`src/rtl/pulse_stretch_pkg.sv`:
```
// Shared types and helpers for the pulse stretcher: state encoding, default widths
// and the length-to-reload conversion used at every pulse start.
package pulse_stretch_pkg;

    localparam int LEN_BITS_DEF  = 8;
    localparam int PEND_BITS_DEF = 4;

    typedef enum logic [1:0] {
        IDLE   = 2'd0,
        ACTIVE = 2'd1,
        GAP    = 2'd2
    } state_e;

    // A length of 0 behaves as 1, so the reload value is max(len,1)-1.
    function automatic logic [31:0] len_to_reload(input logic [31:0] len_val);
        return (len_val == 32'd0) ? 32'd0 : len_val - 32'd1;
    endfunction

endpackage

```
`src/rtl/pulse_len_counter.sv`:
```
// Loadable down-counter that times the active phase of each pulse.
// It stops at zero; load has priority over dec.
module pulse_len_counter #(
    parameter int W = 8
) (
    input  logic         clk,
    input  logic         reset,
    input  logic         load,
    input  logic [W-1:0] load_val,
    input  logic         dec,
    output logic         is_zero
);

    logic [W-1:0] cnt_q;

    always_ff @(posedge clk) begin
        if (reset) begin
            cnt_q <= '0;
        end else if (load) begin
            cnt_q <= load_val;
        end else if (dec && (cnt_q != '0)) begin
            cnt_q <= cnt_q - 1'b1;
        end
    end

    assign is_zero = (cnt_q == '0);

endmodule

```
`src/rtl/pulse_stretch.sv`:
```
// Turns single-cycle strobes into pulses of max(len,1) cycles with a 1-cycle gap between pulses.
// PULSE_STRETCH_RETRIGGER_EN selects retriggerable mode instead of queuing extra events.
module pulse_stretch
    import pulse_stretch_pkg::*;
#(
    parameter int LEN_BITS     = LEN_BITS_DEF,
    parameter int PEND_BITS    = PEND_BITS_DEF,
    parameter bit OUT_POLARITY = 1'b1
) (
    input  logic                 clk,
    input  logic                 reset,
    input  logic                 in,
    input  logic [LEN_BITS-1:0]  len,
    output logic                 out,
    output logic                 busy,
    output logic [PEND_BITS-1:0] pending,
    output logic                 overflow
);

    localparam logic OUT_ACT  = OUT_POLARITY;
    localparam logic OUT_IDLE = ~OUT_POLARITY;

    state_e              state_q;
    logic                out_q;
    logic                busy_q;
    logic                cnt_load_d;
    logic                cnt_dec_d;
    logic                cnt_zero;
    logic [LEN_BITS-1:0] reload_d;

    assign reload_d = LEN_BITS'(len_to_reload(32'(len)));

`ifndef PULSE_STRETCH_RETRIGGER_EN
    localparam logic [PEND_BITS-1:0] PEND_MAX = '1;
    logic [PEND_BITS-1:0] pending_q;
    logic                 overflow_q;
`endif

    always_comb begin
        cnt_load_d = 1'b0;
        cnt_dec_d  = 1'b0;
        case (state_q)
            IDLE: cnt_load_d = in;
`ifdef PULSE_STRETCH_RETRIGGER_EN
            ACTIVE: begin
                cnt_load_d = in;
                cnt_dec_d  = ~in;
            end
            GAP: cnt_load_d = in;
`else
            ACTIVE: cnt_dec_d = 1'b1;
            GAP: cnt_load_d = in || (pending_q != '0);
`endif
            default: begin
                cnt_load_d = 1'b0;
                cnt_dec_d  = 1'b0;
            end
        endcase
    end

    pulse_len_counter #(
        .W (LEN_BITS)
    ) u_len_counter (
        .clk      (clk),
        .reset    (reset),
        .load     (cnt_load_d),
        .load_val (reload_d),
        .dec      (cnt_dec_d),
        .is_zero  (cnt_zero)
    );

    always_ff @(posedge clk) begin
        if (reset) begin
            state_q    <= IDLE;
            out_q      <= OUT_IDLE;
            busy_q     <= 1'b0;
`ifndef PULSE_STRETCH_RETRIGGER_EN
            pending_q  <= '0;
            overflow_q <= 1'b0;
`endif
        end else begin
`ifndef PULSE_STRETCH_RETRIGGER_EN
            overflow_q <= 1'b0;
`endif
            case (state_q)
                IDLE: begin
                    if (in) begin
                        state_q <= ACTIVE;
                        out_q   <= OUT_ACT;
                        busy_q  <= 1'b1;
                    end
                end
                ACTIVE: begin
`ifdef PULSE_STRETCH_RETRIGGER_EN
                    if (!in && cnt_zero) begin
                        state_q <= GAP;
                        out_q   <= OUT_IDLE;
                    end
`else
                    if (in) begin
                        if (pending_q == PEND_MAX) begin
                            overflow_q <= 1'b1;
                        end else begin
                            pending_q <= pending_q + 1'b1;
                        end
                    end
                    if (cnt_zero) begin
                        state_q <= GAP;
                        out_q   <= OUT_IDLE;
                    end
`endif
                end
                GAP: begin
`ifdef PULSE_STRETCH_RETRIGGER_EN
                    if (in) begin
                        state_q <= ACTIVE;
                        out_q   <= OUT_ACT;
                    end else begin
                        state_q <= IDLE;
                        busy_q  <= 1'b0;
                    end
`else
                    // A strobe arriving while a queued event is released nets to no change.
                    if (pending_q != '0) begin
                        state_q <= ACTIVE;
                        out_q   <= OUT_ACT;
                        if (!in) begin
                            pending_q <= pending_q - 1'b1;
                        end
                    end else if (in) begin
                        state_q <= ACTIVE;
                        out_q   <= OUT_ACT;
                    end else begin
                        state_q <= IDLE;
                        busy_q  <= 1'b0;
                    end
`endif
                end
                default: begin
                    state_q <= IDLE;
                    out_q   <= OUT_IDLE;
                    busy_q  <= 1'b0;
                end
            endcase
        end
    end

    assign out  = out_q;
    assign busy = busy_q;
`ifdef PULSE_STRETCH_RETRIGGER_EN
    assign pending  = '0;
    assign overflow = 1'b0;
`else
    assign pending  = pending_q;
    assign overflow = overflow_q;
`endif

endmodule

```
`config.mk`:
```
export PLATFORM = sky130hd
export DESIGN_NAME = pulse_stretch
export DESIGN_NICKNAME = d
export VERILOG_FILES = /design/src/rtl/pulse_stretch_pkg.sv /design/src/rtl/pulse_len_counter.sv /design/src/rtl/pulse_stretch.sv
export SDC_FILE = /design/constraint.sdc
export NUM_CORES = 1
export LEC_CHECK = 0
export ABC_AREA = 1
export CAP_MARGIN = 40
export CORE_UTILIZATION = 50
export CTS_CLUSTER_SIZE = 14
export DETAILED_ROUTE_END_ITERATION = 12
export PLACE_DENSITY = 0.74
export SLEW_MARGIN = 20
export SYNTH_ARGS = -nofsm -noshare
export SYNTH_HDL_FRONTEND = slang
export SYNTH_SLANG_ARGS = --single-unit
```
`constraint.sdc`:
```
create_clock -name clk -period 1.7 [get_ports clk]
set_input_delay 0.17 -clock clk [delete_from_list [all_inputs] [get_ports clk]]
set_output_delay 0.17 -clock clk [all_outputs]
set_load 0.05 [all_outputs]
```
Yosys cells after proc, flatten, opt, wreduce, memory -nomap -nowiden

Cells that the tools add are included.

Bits in registers: 17
Bits of input ports: 11
Output and inout port bits: 7

Add/sub/neg operators: 4
Equal/unequal tests: 10
Multiplexer cells: 24
Bitwise gates (word level): 2
Reduce and logical (&&, ||, !) cells: 13

Operators by type and width:

| cell                                                 | number |
|---|---|
| 2-to-1 mux 8 bit                                     | 3 |
| zero test 8 bit                                      | 2 |
| 2-to-1 mux 4 bit                                     | 4 |
| subtractor 8 x 1 -> 8 bit (second input constant)    | 2 |
| != test 2 bit (second input constant)                | 7 |
| 2-to-1 mux 1 bit                                     | 10 |
| one-hot mux 4 bit (2 select lines)                   | 1 |
| nonzero test 8 bit                                   | 1 |
| one-hot mux 1 bit (3 select lines)                   | 2 |
| one-hot mux 2 bit (3 select lines)                   | 1 |
| AND reduction 5 bit                                  | 1 |
| adder 4 x 1 -> 4 bit (second input constant)         | 1 |
| equality test 4 bit (second input constant)          | 1 |
| 2-to-1 mux 2 bit                                     | 2 |
| AND reduction 4 bit                                  | 1 |
| nonzero test 2 bit                                   | 2 |
| nonzero test 4 bit                                   | 1 |
| subtractor 4 x 1 -> 4 bit (second input constant)    | 1 |
| OR reduction 3 bit                                   | 1 |
| equality test 2 x 1 -> 1 bit (second input constant) | 1 |
| equality test 2 bit (second input constant)          | 1 |
| zero test 2 bit                                      | 1 |
| NOT 1 bit                                            | 2 |
| one-hot mux 1 bit (2 select lines)                   | 1 |
| 3 further kinds                                      | 3 |

Longest topological paths before layout

Gate-level depths: netlist of run 1.

Depth after elaboration: 5
Gate-level depth with buffers: 10
Gate-level depth less buffers: 10

Modules after synthesis

A second synthesis of run 1 with hierarchy kept.

Cell total of the unflattened synthesis: 217
Area total of the unflattened synthesis: 1307.5 µm²

By module, submodules not included:

| module            | times used | cells an instance | area an instance (µm²) |
|---|---|---|---|
| pulse_stretch     | 1          | 116               | 715.7 |
| pulse_len_counter | 1          | 101               | 591.8 |

Least setup slack after synthesis of run 1

No wires, ideal clock.

Path type: reg2reg
Start point: reg pending_q[0] (netlist: pending[0])
End point: reg pending_q[2] (netlist: pending[2])
Arrival time: 1.567 ns
Path slack: 0.019 ns
Stages on the path, launching flop included: 6
Path buffers: 0
Clock period less this slack: 1.681 ns
Cell sequence: dfxtp_1 > inv_1 > fa_1 > xnor2_1 > o21ai_1 > nor2_1

Word-level cells in the longest chain between the ends: 4
Elaborated cells between the ends (all ways): 12

RTL lines:

| item                                                              | RTL line                                   | RTL |
|---|---|---|
| start: declaration                                                | pulse_stretch.sv:35                        | `logic [PEND_BITS-1:0] pending_q;` |
| start signal: assignment                                          | pulse_stretch.sv:104                       | `pending_q <= pending_q + 1'b1;` |
| start signal: assignment                                          | pulse_stretch.sv:128                       | `pending_q <= pending_q - 1'b1;` |
| subtractor 4 x 1 -> 4 bit or adder 4 x 1 -> 4 bit (tied branches) | pulse_stretch.sv:128, pulse_stretch.sv:104 |  |
| 2-to-1 mux 4 bit, on equally long branches                        | pulse_stretch.sv:127, pulse_stretch.sv:101 |  |
| 2-to-1 mux 4 bit, on equally long branches                        | pulse_stretch.sv:124, pulse_stretch.sv:100 |  |
| one-hot mux 4 bit (2 select lines)                                | pulse_stretch.sv:85                        | `case (state_q)` |

Parallel ways exist; a longest one is shown, timed or not. The select of a mux whose other input is x is not followed.
A chain may end at the register's enable or synchronous reset.

Final worst setup path of run 1

Start point: reg out_q (netlist: out)
End point: out out

RTL lines:

| item                     | RTL line             | RTL |
|---|---|---|
| start: declaration       | pulse_stretch.sv:24  | `logic out_q;` |
| start signal: assignment | pulse_stretch.sv:75  | `out_q <= OUT_IDLE;` |
| start signal: assignment | pulse_stretch.sv:89  | `out_q <= OUT_ACT;` |
| start signal: assignment | pulse_stretch.sv:109 | `out_q <= OUT_IDLE;` |
| end: declaration         | pulse_stretch.sv:14  | `output logic out,` |

No word-level cell between the ends.

==> results of run 1 <==
[cells in the final DEF (no fill, tap or decap), types with 3 or more instances in the layout]
cell             count
a21oi_1              7
nand4_1              3
xor2_1               3
ha_1                 6
inv_1               25
nand2_2              5
nor2_1              43
buf_4                7
o21ai_0              4
clkdlybuf4s50_1     13
nand3_1             16
dfxtp_1             17
clkbuf_4             3
o21ai_1              8
nand2_1             50
inv_2                5
[cell usage after synthesis (2+ instances only)]
master,instances,share of area
xor2_1,3,0.020
xnor2_1,2,0.014
nand4_1,3,0.015
nand2_2,5,0.024
dfxtp_1,17,0.26
ha_1,6,0.058
o21ai_0,4,0.016
nor2_4,2,0.018
o21ai_1,8,0.031
inv_2,5,0.015
nor3_1,2,0.0078
nand3_1,16,0.062
nor2_1,43,0.13
a21oi_1,7,0.027
inv_1,25,0.073
nor2_2,2,0.0097
a21oi_2,2,0.014
nand2_1,50,0.15
[metrics by stage]
step,utilization,cell area [um2],cells,worst slack [ns],hold WS [ns]
after floorplan,-,1290,210,0.0188,0.232
after global placement,0.612,1500,259,0.115,0.460
after detailed placement,0.612,1500,259,0.0528,0.474
after CTS,0.623,1530,263,0.0885,0.480
after global routing,0.623,1530,263,0.0387,0.493
final,0.623,1530,263,0.0947,0.481
[report_power, final]
group / internal (mW) / switching, mW / total, mW
Clock: 0.0913 / 0.135 / 0.226
Combinational: 0.236 / 0.418 / 0.654
Sequential: 0.457 / 0.0610 / 0.518
Total: 0.784 / 0.613 / 1.40
[layer usage]
layer | global-route usage | share of wire
met1 | 0.261 | 0.45
met3 | 0.0348 | 0.028
met4 | 0.0789 | 0.012
met2 | 0.437 | 0.50
met5 | 0 | 0
[cell families (layout without fill, tap and decap cells)]
logic type / count (synthesis) / in the layout / share of synthesized area
simple gates: 125 / 125 / 0.421
buf+inv: 32 / 55 / 0.0934
compound gates: 24 / 24 / 0.113
flops: 17 / 17 / 0.265
fa+ha+maj: 7 / 7 / 0.0739
xor+xnor: 5 / 5 / 0.0341
[worst paths after layout]
path / endpoint / slack (ns) / cells after the start / startpoint
setup reg to reg: u_len_counter.cnt_q[4] / 0.21 / 7 / u_len_counter.cnt_q[0]
hold reg to reg: busy / 0.48 / 2 / busy
setup / recovery: out / 0.09 / 1 / out
hold / removal: busy / 0.48 / 3 / in
[sequential cells by signal, indices dropped and copies added, names as in the netlist]
| signal | flops |
|---|---|
| busy | 1 |
| out | 1 |
| overflow | 1 |
| pending | 4 |
| state_q | 2 |
| u_len_counter.cnt_q | 8 |
[layout make-up]
cell class	count	area (um2)
Inverter	31	116
Clock buffer	4	26.3
Timing Repair Buffer	20	183
Sequential cell	17	340
Fill cell	234	926
Tap cell	30	37.5
Multi-Input combinational cell	161	826
==> summary.txt, run 1 <==
main flop type after synthesis: dfxtp_1
sequential share of the synthesized area: 0.265
DPL Wire Length: 2310 um
hold-fix buffers at CTS: 0
initial antenna violation count: 0
Cells after Synth: 210
clk_lat worst skew: 0.29 ns
RD Place Congestion: 0.809
Root Buffer: clkbuf_4
total track usage: 0.233
Syn Area/Cell: 6.12 um2
largest net degree at the start of global routing: 12
Pwr Total: 1.40 mW
ratio of cells with drive above 1 in the final layout: 0.124
vias in the first global route: 1161
row cnt: 18
leakage power: 0.738 nW
H-tree Lvls: 1
Final Net Count: 252
I/O pins: 18
Die X: 52.7 um
via count: 1325
Syn. warnings: 0
Routed Antenna Nets: 0
grt ovf: 0
Reg clk slew, reported paths: 0.10 ns
Slew Limit Headroom: 0.672
Tightest Hold Check Type: in -> reg
deepest clock path buffer count: 2
diode count: 0
Die Height: 52.7 um
slowest stage cell, crit path: clkdlybuf4s50_1
actual slew at the worst max-slew pin: 0.490 ns
status: completed
Core ar.: 0.00245 mm2
Distinct cells, synth: 26
Port Buffers: 17
#FFs+latches synth: 17
Crit path max-delay family: buffers and inverters
RSZ-0062 raised after global routing: false
Starting Density: 0.524
maximum capacitance violations: 0
DIE AREA: 0.00278 mm2
VDD IR max: 0.524 mV
crit-path cells: clkdlybuf4s50_1
CTS resizes: 0
clock skew: 0.00133 ns
initial DRC count: 18
drt wl/cell: 10.8 um
Final Hold Violating Endpoints: 0
Critical Path End Type: output pin
residual DRC count: 0
DRT Wirelength: 2830 um
Setup violations, final: 0
Setup TNS: 0 ns
CP Launch Type: register
required time of the critical path: 1.53 ns
Final Max Slew Viols: 0
crit-path max FO: 2
vias per cell: 5.04
EDFF count, synth: 0
fraction of the cycle the final worst path needs: 0.944
router iterations before antenna repair: 4
CTS tree: yes
post-synth net total: 228
setup bufs post-CTS: 0
cts bufs inserted: 3
CTS Sinks: 17
global-route wire length before repair: 4770 um
crit path kind: reg -> out
Final min period: 1.61 ns
worst path arrival time: 1.44 ns
Synth Cell Area: 0.00129 mm2
ys async rst share: 0
CP Buf/Inv Count: 1
max incr delay on CP: 0.80 ns
Max Fclk: 623 MHz
area grow syn2layout: 18.9%
PwrDens: 914 mW/mm2
Note: power is estimated with default switching activity, not from simulation.
==> run 2, diff against run 1 <==
--- a/config.mk
+++ b/config.mk
@@ -10,6 +10,7 @@
 export CORE_UTILIZATION = 50
 export CTS_CLUSTER_SIZE = 14
 export DETAILED_ROUTE_END_ITERATION = 12
+export GPL_ROUTABILITY_DRIVEN = 1
 export PLACE_DENSITY = 0.74
 export SLEW_MARGIN = 20
 export SYNTH_ARGS = -nofsm -noshare
==> results of run 2 <==
Final layout, timing and power as in run 1 (identical DEF).
